## config.mk

```make
export PLATFORM = sky130hd
export DESIGN_NAME = monitor_forma_onda
export DESIGN_NICKNAME = d
export VERILOG_FILES = /design/src/rtl/monitor_forma_onda.sv
export SDC_FILE = /design/constraint.sdc
export NUM_CORES = 1
export LEC_CHECK = 0
export BUFFER_PORTS_ARGS = -buffer_cell sky130_fd_sc_hd__clkbuf_2
export CORE_AREA = 4 4 84 78
export DETAILED_ROUTE_END_ITERATION = 7
export DIE_AREA = 0 0 88 82
export PLACE_DENSITY = 0.78
export SYNTH_ARGS = -nofsm -noshare
export SYNTH_HDL_FRONTEND = slang
export SYNTH_SLANG_ARGS = --single-unit
```

## constraint.sdc

```tcl
create_clock -name Clock -period 2.2 [get_ports Clock]
set_input_delay 0.11 -clock Clock [delete_from_list [all_inputs] [get_ports Clock]]
set_output_delay 0.11 -clock Clock [all_outputs]
set_load 0.01 [all_outputs]
```

## src/rtl/monitor_forma_onda.sv

```systemverilog
// -----------------------------------------------------------------------------
// monitor_forma_onda
// Measures every complete period of the 1-bit waveform f: length of the high
// run, length of the low run and their sum, all in Clock cycles. It declares
// lock after LOCK_N identical consecutive periods and flags period changes
// that happen while locked.
//
// Ports
//   Clock       : system clock, all logic on the rising edge
//   Reset       : synchronous, active-high, highest priority
//   f           : waveform under measurement
//   Habilita    : measurement enable
//   AltoCiclos  : high-run length of the last completed period
//   BaixoCiclos : low-run length of the last completed period
//   Periodo     : AltoCiclos + BaixoCiclos (one extra bit, never truncated)
//   Valido      : one-cycle pulse, the three measurements were just updated
//   Travado     : period is stable (locked)
//   Erro        : sticky, the period changed while locked
//   Overflow    : sticky, a run counter saturated
// -----------------------------------------------------------------------------
module monitor_forma_onda #(
   parameter int LARGURA = 8,
   parameter int LOCK_N  = 3
) (
   input  logic               Clock,
   input  logic               Reset,
   input  logic               f,
   input  logic               Habilita,
   output logic [LARGURA-1:0] AltoCiclos,
   output logic [LARGURA-1:0] BaixoCiclos,
   output logic [LARGURA:0]   Periodo,
   output logic               Valido,
   output logic               Travado,
   output logic               Erro,
   output logic               Overflow
);

   localparam int                 EQW      = $clog2(LOCK_N) + 1;
   localparam logic [LARGURA-1:0] CONT_MAX = '1;
   localparam logic [LARGURA-1:0] CONT_UM  = LARGURA'(1);
   localparam logic [EQW-1:0]     EQ_ALVO  = EQW'(LOCK_N - 1);

   typedef enum logic [1:0] {IDLE, ALTO, BAIXO} estado_t;

   estado_t            estado_q, estado_d;
   logic               f_q;
   logic               amostra_ok_q;
   logic               armado_q, armado_d;
   logic [LARGURA-1:0] cont_alto_q, cont_alto_d;
   logic [LARGURA-1:0] cont_baixo_q, cont_baixo_d;
   logic               sat_q, sat_d;
   logic [EQW-1:0]     eq_q, eq_d, eq_inc;
   logic               tem_ant_q, tem_ant_d;
   logic [LARGURA-1:0] alto_q, alto_d;
   logic [LARGURA-1:0] baixo_q, baixo_d;
   logic [LARGURA:0]   periodo_q, periodo_d, periodo_novo;
   logic               valido_q, valido_d;
   logic               travado_q, travado_d;
   logic               erro_q, erro_d;
   logic               overflow_q, overflow_d;

   always_comb begin
      estado_d     = estado_q;
      armado_d     = armado_q;
      cont_alto_d  = cont_alto_q;
      cont_baixo_d = cont_baixo_q;
      sat_d        = sat_q;
      eq_d         = eq_q;
      tem_ant_d    = tem_ant_q;
      alto_d       = alto_q;
      baixo_d      = baixo_q;
      periodo_d    = periodo_q;
      valido_d     = 1'b0;
      travado_d    = travado_q;
      erro_d       = erro_q;
      overflow_d   = overflow_q;
      periodo_novo = {1'b0, cont_alto_q} + {1'b0, cont_baixo_q};
      eq_inc       = (eq_q == EQ_ALVO) ? eq_q : eq_q + 1'b1;

      if (!Habilita) begin
         // Abandon the period in progress and forget the predecessor, but
         // keep the last published measurements and sticky flags visible.
         estado_d     = IDLE;
         armado_d     = 1'b0;
         cont_alto_d  = '0;
         cont_baixo_d = '0;
         sat_d        = 1'b0;
         eq_d         = '0;
         tem_ant_d    = 1'b0;
         travado_d    = 1'b0;
      end else begin
         unique case (estado_q)
            IDLE: begin
               // f_q holds a genuine sample only one cycle after reset, so
               // the reset value of f_q can never be mistaken for a low run.
               // A rising edge counts only after a real low has been seen.
               if (amostra_ok_q) begin
                  if (!f_q) begin
                     armado_d = 1'b1;
                  end else if (armado_q) begin
                     estado_d    = ALTO;
                     cont_alto_d = CONT_UM;
                     armado_d    = 1'b0;
                     sat_d       = 1'b0;
                  end
               end
            end
            ALTO: begin
               if (f_q) begin
                  if (cont_alto_q == CONT_MAX) begin
                     sat_d      = 1'b1;
                     overflow_d = 1'b1;
                  end else begin
                     cont_alto_d = cont_alto_q + 1'b1;
                  end
               end else begin
                  estado_d     = BAIXO;
                  cont_baixo_d = CONT_UM;
               end
            end
            BAIXO: begin
               if (!f_q) begin
                  if (cont_baixo_q == CONT_MAX) begin
                     sat_d      = 1'b1;
                     overflow_d = 1'b1;
                  end else begin
                     cont_baixo_d = cont_baixo_q + 1'b1;
                  end
               end else begin
                  // Rising edge closes the period: publish it and start the
                  // next high run in the same cycle.
                  valido_d     = 1'b1;
                  alto_d       = cont_alto_q;
                  baixo_d      = cont_baixo_q;
                  periodo_d    = periodo_novo;
                  tem_ant_d    = 1'b1;
                  estado_d     = ALTO;
                  cont_alto_d  = CONT_UM;
                  cont_baixo_d = '0;
                  sat_d        = 1'b0;
                  if (sat_q) begin
                     // A clipped measurement is not trustworthy for lock,
                     // and is not treated as a genuine period change either.
                     eq_d      = '0;
                     travado_d = 1'b0;
                  end else if (tem_ant_q && (periodo_novo == periodo_q)) begin
                     eq_d      = eq_inc;
                     travado_d = (eq_inc == EQ_ALVO);
                  end else begin
                     if (travado_q) begin
                        erro_d = 1'b1;
                     end
                     travado_d = 1'b0;
                     eq_d      = '0;
                  end
               end
            end
            default: estado_d = IDLE;
         endcase
      end
   end

   always_ff @(posedge Clock) begin
      if (Reset) begin
         estado_q     <= IDLE;
         f_q          <= 1'b0;
         amostra_ok_q <= 1'b0;
         armado_q     <= 1'b0;
         cont_alto_q  <= '0;
         cont_baixo_q <= '0;
         sat_q        <= 1'b0;
         eq_q         <= '0;
         tem_ant_q    <= 1'b0;
         alto_q       <= '0;
         baixo_q      <= '0;
         periodo_q    <= '0;
         valido_q     <= 1'b0;
         travado_q    <= 1'b0;
         erro_q       <= 1'b0;
         overflow_q   <= 1'b0;
      end else begin
         estado_q     <= estado_d;
         f_q          <= f;
         amostra_ok_q <= 1'b1;
         armado_q     <= armado_d;
         cont_alto_q  <= cont_alto_d;
         cont_baixo_q <= cont_baixo_d;
         sat_q        <= sat_d;
         eq_q         <= eq_d;
         tem_ant_q    <= tem_ant_d;
         alto_q       <= alto_d;
         baixo_q      <= baixo_d;
         periodo_q    <= periodo_d;
         valido_q     <= valido_d;
         travado_q    <= travado_d;
         erro_q       <= erro_d;
         overflow_q   <= overflow_d;
      end
   end

   assign AltoCiclos  = alto_q;
   assign BaixoCiclos = baixo_q;
   assign Periodo     = periodo_q;
   assign Valido      = valido_q;
   assign Travado     = travado_q;
   assign Erro        = erro_q;
   assign Overflow    = overflow_q;

endmodule

```

# Yosys cells after proc, flatten, opt, wreduce, memory -nomap -nowiden
# Cells that the tools add are included.
totals:
  ff_bits: 55
  inputBits: 4
  output_inout_bits: 29
  wordCells: 93
op_classes:
  addsub: 4
  n_eq_ne: 19
  mux: 35
  bitwise: 4
  n_reduce_logical: 15
ops:
  columns: ["cell", "n"]
  rows:
  - ["8-bit two-way mux", 9]
  - ["8-bit case mux with 3 select lines", 1]
  - ["2-bit != test (second input constant)", 10]
  - ["8-bit by 1-bit adder with 8-bit output (second input constant)", 2]
  - ["8-bit equality test (second input constant)", 2]
  - ["8-bit case mux with 2 select lines", 1]
  - ["7-bit AND reduction", 2]
  - ["1-bit two-way mux", 13]
  - ["6-bit AND reduction", 2]
  - ["2-bit two-way mux", 5]
  - ["8-bit by 8-bit adder with 9-bit output", 1]
  - ["9-bit equality test", 1]
  - ["3-bit two-way mux", 3]
  - ["3-bit by 2-bit equality test with 1-bit output (second input constant)", 2]
  - ["3-bit != test (second input constant)", 2]
  - ["2-bit case mux with 3 select lines", 1]
  - ["3-bit AND reduction", 2]
  - ["5-bit AND reduction", 1]
  - ["1-bit inverter", 4]
  - ["2-bit AND reduction", 2]
  - ["3-bit by 1-bit adder with 3-bit output (second input constant)", 1]
  - ["1-bit case mux with 3 select lines", 1]
  - ["3-bit nonzero test", 1]
  - ["3-bit OR reduction", 1]
  - ["other kinds (7)", 7]

# Longest topological paths before layout
# Gate-level depths: netlist of the first run.
depth:
  word_depth: 5
  depth_mapped: 9
  ltp_nobuf: 9

# Worst setup path after synthesis of the first run
# Ideal clock, no wire load.
synth_timing:
  path_type: "register to register"
  start: "reg cont_alto_q[0]"
  end: "reg travado_q, in the netlist Travado"
  t_arrival_ns: 2.202
  required_time_ns: 2.133
  path_slack_ns: -0.069
  path_stages_with_launch: 10
  n_path_buf: 0
  period_less_slack_ns: 2.269
  path_cell_list: "dfxtp_1 -> ha_1 -> fa_1 -> a211o_2 -> nand3_1 -> o21ai_0 -> nor4_1 -> and4_4 -> nand3b_2 -> o21ai_2"
synth_via:
  elab_chain_len: 5
synth_rtl:
  columns: ["element", "line", "source"]
  rows:
  - ["start: declaration", "49", "logic [LARGURA-1:0] cont_alto_q, cont_alto_d;"]
  - ["start signal: assignment", "186", "cont_alto_q <= cont_alto_d;"]
  - ["8-bit by 8-bit adder with 9-bit output", "77", "periodo_novo = {1'b0, cont_alto_q} + {1'b0, cont_baixo_q};"]
  - ["9-bit equality test", "146", "end else if (tem_ant_q && (periodo_novo == periodo_q)) begin"]
  - ["1-bit logical AND", "146", null]
  - ["1-bit two-way mux", "146", null]
  - ["1-bit two-way mux", "141", "if (sat_q) begin"]
  - ["end signal: assignment", "195", "travado_q <= travado_d;"]
  - ["end: declaration", "58", "logic travado_q, travado_d;"]
# Every way passes these cells.
# A chain may end at the register's enable or synchronous reset.

# Final worst setup path of the first run
layout_timing:
  start: "reg cont_baixo_q[0]"
  end: "reg travado_q, in the netlist Travado"
layout_via:
  elab_chain_len: 5
layout_rtl:
  columns: ["element", "line", "source"]
  rows:
  - ["start: declaration", "50", "logic [LARGURA-1:0] cont_baixo_q, cont_baixo_d;"]
  - ["start signal: assignment", "187", "cont_baixo_q <= cont_baixo_d;"]
  - ["8-bit by 8-bit adder with 9-bit output", "77", null]
  - ["9-bit equality test", "146", null]
  - ["1-bit logical AND", "146", null]
  - ["1-bit two-way mux", "146", null]
  - ["1-bit two-way mux", "141", null]
# Every way passes these cells.

==> results of run 1 <==
[area by class of cell]
type	count	share of cell area (%)
multi-input combinational	287	50.3
sequential	55	31.1
timing repair buffer	68	12.1
clock buffer	7	2.71
tap	70	2.46
inverter	11	1.16
clock inverter	1	0.211
[placed cells by master (no fill, tap or decap), drive strengths merged, types with 3 or more instances in the layout]
cell type and instances:
nor2b 3, xnor2 11, and3 3, nand2 67, nor2 35, o221ai 3, or2 3, a21oi 44
nand4 5, buf 36, o31ai 3, ha 16, nor3 7, xor2 10, dfxtp 55, or3 3
o211ai 4, inv 11, clkbuf 39, nand3 16, a211oi 3, a21o 4, o21ai 10
[flip-flops by register name, summed over array words and instances (netlist names)]
name	cells
AltoCiclos	8
BaixoCiclos	8
Erro	1
Overflow	1
Periodo	9
Travado	1
Valido	1
amostra_ok_q	1
armado_q	1
cont_alto_q	8
cont_baixo_q	8
eq_q	3
estado_q	2
f_q	1
sat_q	1
tem_ant_q	1
[per-stage QoR]
stage	area, µm²	hold WS, ns
after floorplan	2970	0.238
after global placement	3390	0.321
after detailed placement	3390	0.334
after CTS	3520	0.00800
after global routing	3550	0.0113
final	3550	0.00836
[timing repair]
action,CTS,global route
setup endpoints to repair,4,12
endpoints found under the hold margin,0,0
pin swaps,8,3
setup buffers,1,1
gates resized for setup,3,6
[metal layers]
layer / GRT usage, % / vias up / share of wire (%)
li1: - / 1415 / -
met1: 28.7 / 1334 / 46
met2: 35.2 / 87 / 47
met3: 3.51 / 11 / 5.7
met4: 5.52 / 0 / 1.6
met5: 0 / - / 0
[worst max path at each step]
stage | from | to | slack (ns) | cells past startpoint
3_3_place_gp | cont_baixo_q[0]$_SDFFE_PP0P_ | Travado$_SDFFE_PP0P_ | 0.01 | 9
6_report | cont_baixo_q[0]$_SDFFE_PP0P_ | Travado$_SDFFE_PP0P_ | -0.06 | 9
2_1_floorplan | cont_baixo_q[0]$_SDFFE_PP0P_ | Travado$_SDFFE_PP0P_ | 0.008 | 9
4_1_cts | cont_alto_q[0]$_SDFFE_PP0P_ | Travado$_SDFFE_PP0P_ | -0.05 | 9
3_5_place_dp | cont_baixo_q[0]$_SDFFE_PP0P_ | Travado$_SDFFE_PP0P_ | -0.06 | 9
5_1_grt | cont_alto_q[0]$_SDFFE_PP0P_ | Travado$_SDFFE_PP0P_ | -0.21 | 9
[power by group through the flow]
stage	Combinational (W)	Clock [W]	Sequential, W
5_1_grt	0.0000460	0.000661	0.00100
2_1_floorplan	0.0000256	0	0.00102
3_5_place_dp	0.0000411	0	0.00102
6_report	0.0000420	0.000615	0.00100
4_1_cts	0.0000417	0.000625	0.00100
3_3_place_gp	0.0000401	0	0.00102
[cells by family (layout without fill, tap and decap cells)]
kind of cell | Yosys count | in the layout
mux | 2 | 2
flops | 55 | 55
buf+inv | 29 | 87
compound gates | 90 | 90
xor+xnor | 22 | 22
fa+ha+maj | 17 | 17
simple gates | 156 | 156
==> flow_metrics.tcl, run 1 <==
set metrics [dict create \
    antenna_found_initial 0 \
    worst_pin_slew_ns 0.512 \
    yosys.cell_types.count 57 \
    dieArea_um2 7220 \
    rsz0062_at_grt "yes" \
    hold_start "f" \
    numCtsBuffers 5 \
    grt_pass1_wl_mm 12.1 \
    synth_area_leaders "dfxtp_1 (37%), nand2_1 (8.5%), a21oi_1 (7.4%)" \
    drt_iter0_drc 182 \
    std_cell_rows 26 \
    ctsHoldBuffers 0 \
    overflow 0 \
    drcViolationCount 0 \
    io_pins 33 \
    layout-drive-gt1-share_pct 22.4 \
    r2r-start "cont_baixo_q[0]$_SDFFE_PP0P_" \
    power_frac_comb_pct 2.5 \
    fin_crit_sh_pct 103 \
    tns_ns -0.105 \
    final_core_util_pct 63.1 \
    synthArstFlopShare_pct 0 \
    ir_drop_mv 0.455 \
    path_cells "ha_4 > fa_2 > a211o_2 > nand3_2 > o21ai_0 > nor4_1 > and4_4 > nand3b_2 > o21ai_2" \
    yosys.area.top_type "dfxtp_1" \
    clk_path_buf_depth 2 \
    clk_pin_slew_ns 0.10 \
    synth_common_cells "nand2_1 (67), dfxtp_1 (55), a21oi_1 (44)" \
    final_cells 499 \
    clk_latency_ns 0.31 \
    hold_viol_final 0 \
    holdPathStages 2 \
    powerDensity_nw_per_um2 467 \
    violations "setup timing" \
    end_kind "flip-flop" \
    seq_power_share_pct 60.4 \
    synth-edff-count 0 \
    start_util_pct 52.6 \
    p_clk_share_pct 37.1 \
    p_sw_w 0.000361 \
    ant_nets 0 \
    criticalPathCategory "reg2reg" \
    routed_wl_mm 7.45 \
    ys_ff_latch 55 \
    grt_pass1_vias 2555 \
    synth.top_cell.area_share_pct 37.2 \
    p_sw_share_pct 21.8 \
    dr.pass1.iters 4 \
    fill_cells 496 \
    port_buffers 32 \
    grt_max_degree 28 \
    fin_crit_ns 2.26 \
    slew_headroom_pct 65.6 \
    netlist_area_um2 2960 \
    hold_end "f_q$_SDFF_PP0_" \
    yosys_warnings 0 \
    gr-usage-all-layers_pct 21.2 \
    cp_slowest_stage_delay_ns 0.38 \
    arrival_ns 2.51 \
    synth-xor-area-share_pct 6.97 \
    outcome "finished with violations" \
    place_hpwl_mm 5.36 \
    place_ws_ns -0.0561 \
    layout.nets 449 \
    power.leakage_nw 1.45 \
    setup_ws_ns -0.0579 \
    placeableCoreArea_um2 5630 \
    crit_buf_inv 0 \
    synth_mux_area_share_pct 0.718 \
    yosys_most_used_dff "dfxtp_1" \
    htree_levels 2 \
    start_kind "flip-flop" \
    synth.avg_cell_area_um2 7.98 \
    skew_ns 0.0132 \
    cts_tree "done" \
    avgViaCountPerCell 5.71 \
    internal_power_w 0.00130 \
    regArea_um2 1100 \
    max_clock_freq_ghz 0.443 \
    drv_cap 0 \
    die-height_um 82 \
    vias 2847 \
    netlist_instances 371 \
    area_growth_pct 20.0 \
    place_inst 489 \
    critPathRequiredTime_ns 2.45 \
    slowest_stage "fa_2" \
    synth_top_family_by_area "simple AND/OR/NAND/NOR gates" \
    finalSetupViolations 4 \
    drv_slew 0 \
    synth_adder_area_share_pct 7.44 \
    dieWidth_um 88 \
    cp_max_fo 4 \
    critPathTopFamily "simple AND/OR/NAND/NOR gates" \
    synthesis.nets 392 \
    ys_seq_area_share_pct 37.2 \
    synth_most_common_cell "nand2_1" \
    synth_simple_gate_area_share_pct 24.6 \
    antennaDiodeCount 0 \
    r2r_end "Travado$_SDFFE_PP0P_" \
    multi_input_area_um2 1790 \
    hold_class "in2reg" \
    root_buffer "clkbuf_8" \
    routedWlPerCell_um 14.9 \
    synth_compound_area_share_pct 18.8 \
    cts_num_sinks 55 \
    finalPower_w 0.00166 \
    r2r_setup_slack_ns -0.06 \
    r2r_cells 9 \
    gp_congestion 0.915 \
]
Note: power is estimated with default switching activity, not from simulation.
==> run 2: changes to the inputs <==
- BUFFER_PORTS_ARGS: -buffer_cell sky130_fd_sc_hd__clkbuf_2 -> not set
- CORE_AREA: 4 4 84 78 -> 4 4 83 77
- DIE_AREA: 0 0 88 82 -> 0 0 87 81
- DONT_BUFFER_PORTS: not set -> 1
- PLACE_DENSITY: 0.78 -> 0.74
==> flow_metrics.tcl, run 2 (synthesis results as in run 1) <==
set metrics [dict create \
    outcome "finished with violations" \
    violations "setup timing" \
    r2r_setup_slack_ns -0.05 \
    hold_class "in2reg" \
    layout.nets 426 \
    clk_latency_ns 0.30 \
    criticalPathCategory "reg2reg" \
    dr.pass1.iters 4 \
    layout-drive-gt1-share_pct 18.2 \
    holdPathStages 4 \
    clk_pin_slew_ns 0.09 \
    skew_ns 0.00487 \
    clk_path_buf_depth 2 \
    gp_congestion 0.928 \
    hold_viol_final 0 \
    cts_num_sinks 55 \
    dieWidth_um 87 \
    largest_reg_flops 9 \
    routedWlPerCell_um 15.7 \
    setup_ws_ns -0.0527 \
    seq_power_share_pct 61.0 \
    port_buffers 0 \
    drcViolationCount 0 \
    layout_common_cells "nand2_1 (66), dfxtp_1 (53), a21oi_1 (42)" \
    drt_iter0_drc 246 \
    design_area_um2 3520 \
    start_kind "flip-flop" \
    antennaDiodeCount 0 \
    critPathRequiredTime_ns 2.45 \
    std_cell_rows 26 \
    power.leakage_nw 1.38 \
    area_growth_pct 18.8 \
    fin_crit_ns 2.25 \
    dieArea_um2 7050 \
    hold_start "Habilita" \
    htree_levels 2 \
    ant_nets 0 \
    die-height_um 81 \
    vias 2768 \
    ir_drop_mv 0.386 \
    grt_max_degree 29 \
    place_hpwl_mm 5.30 \
    internal_power_w 0.00130 \
    gr-usage-all-layers_pct 21.4 \
    routed_wl_mm 7.46 \
    drv_slew 0 \
    grt_pass1_wl_mm 12.1 \
    cp_max_fo 4 \
    worst_pin_slew_ns 1.11 \
    hold_slack_ns 0.147 \
    overflow 0 \
    max_clock_freq_ghz 0.444 \
    grt_pass1_vias 2570 \
    dpl_cell_area_um2 3250 \
    cts_tree "done" \
    placeableCoreArea_um2 5560 \
    io_pins 33 \
    numCtsBuffers 5 \
    fin_crit_sh_pct 102 \
    slew_headroom_pct 26.2 \
    final_common_cell "nand2_1" \
    avgViaCountPerCell 5.82 \
    rsz0062_at_grt "yes" \
    drv_cap 0 \
    arrival_ns 2.50 \
    p_clk_share_pct 36.4 \
    r2r_cells 9 \
    power_frac_comb_pct 2.5 \
    root_buffer "clkbuf_8" \
    start_util_pct 53.2 \
    end_kind "flip-flop" \
    finalSetupViolations 4 \
    r2r_end "Travado$_SDFFE_PP0P_" \
    hold_end "Travado$_SDFFE_PP0P_" \
    p_sw_share_pct 20.9 \
    p_sw_w 0.000343 \
    powerDensity_nw_per_um2 467 \
    antenna_found_initial 0 \
    r2r-start "cont_alto_q[0]$_SDFFE_PP0P_" \
]
## run 2: area by class of cell
cell class | instances | area [µm²]
Inverter | 11 | 41.3
Timing Repair Buffer | 45 | 352
Clock buffer | 8 | 100
Fill cell | 469 | 2050
Multi-Input combinational cell | 287 | 1830
Tap cell | 70 | 87.6
Sequential cell | 55 | 1100
## run 2: routing by layer
metal  GRT usage (%)  vias to the layer above  wire length, µm
li1                -                     1363                -
met3            5.17                       11              514
met2            33.8                       91             3410
met4            6.54                        0              106
met5               0                        -                0
met1            28.9                     1303             3430
## run 2: worst max-delay path by stage
stage,endpoint,from,slack (ns),depth (start not counted)
2_1_floorplan,Travado$_SDFFE_PP0P_,cont_baixo_q[0]$_SDFFE_PP0P_,0.008,9
3_3_place_gp,Travado$_SDFFE_PP0P_,cont_alto_q[0]$_SDFFE_PP0P_,-0.03,9
3_5_place_dp,Travado$_SDFFE_PP0P_,cont_baixo_q[0]$_SDFFE_PP0P_,-0.09,9
4_1_cts,Travado$_SDFFE_PP0P_,cont_alto_q[0]$_SDFFE_PP0P_,-0.04,9
5_1_grt,Travado$_SDFFE_PP0P_,cont_alto_q[3]$_SDFFE_PP0P_,-0.19,8
6_report,Travado$_SDFFE_PP0P_,cont_alto_q[0]$_SDFFE_PP0P_,-0.05,9
## run 2: what timing repair did
action / CTS / global route
hold endpoints to repair: 28 / 0
setup endpoints to repair: 5 / 17
gates resized for setup: 4 / 16
hold buffers: 3 / 0
buffers inserted: 3 / 2
pin swaps: 6 / 7
## run 2: critical path, stage by stage, from the launching register on
cell and delay (ns):
dfxtp_2 0.34, ha_4 0.16, fa_2 0.35, a211o_4 0.35
nand3_2 0.08, o21ai_0 0.10, nor4_1 0.29, and4_4 0.31
nand3b_4 0.09, o21ai_2 0.12
## run 2: power groups by stage
stage               combinational (W)  sequential, W  clock (W)
floorplan                   0.0000256        0.00102          0
global route                0.0000462        0.00100   0.000650
finish                      0.0000417        0.00100   0.000598
CTS                         0.0000402        0.00100   0.000619
detailed placement          0.0000277        0.00102          0
global placement            0.0000272        0.00102          0
## run 2: per-stage QoR
| step | TNS [ns] | total power, W | setup slack, ns | cells | utilization (%) |
|---|---|---|---|---|---|
| finish | -0.106 | 0.00164 | -0.0527 | 476 | 63.2 |
| global route | -0.872 | 0.00170 | -0.187 | 476 | 63.2 |
| CTS | -0.0459 | 0.00166 | -0.0430 | 474 | 61.6 |
| detailed placement | -0.145 | 0.00105 | -0.0912 | 460 | 58.4 |
| global placement | -0.0308 | 0.00105 | -0.0308 | 460 | 58.4 |
| floorplan | 0 | 0.00105 | 0.00767 | 371 | - |
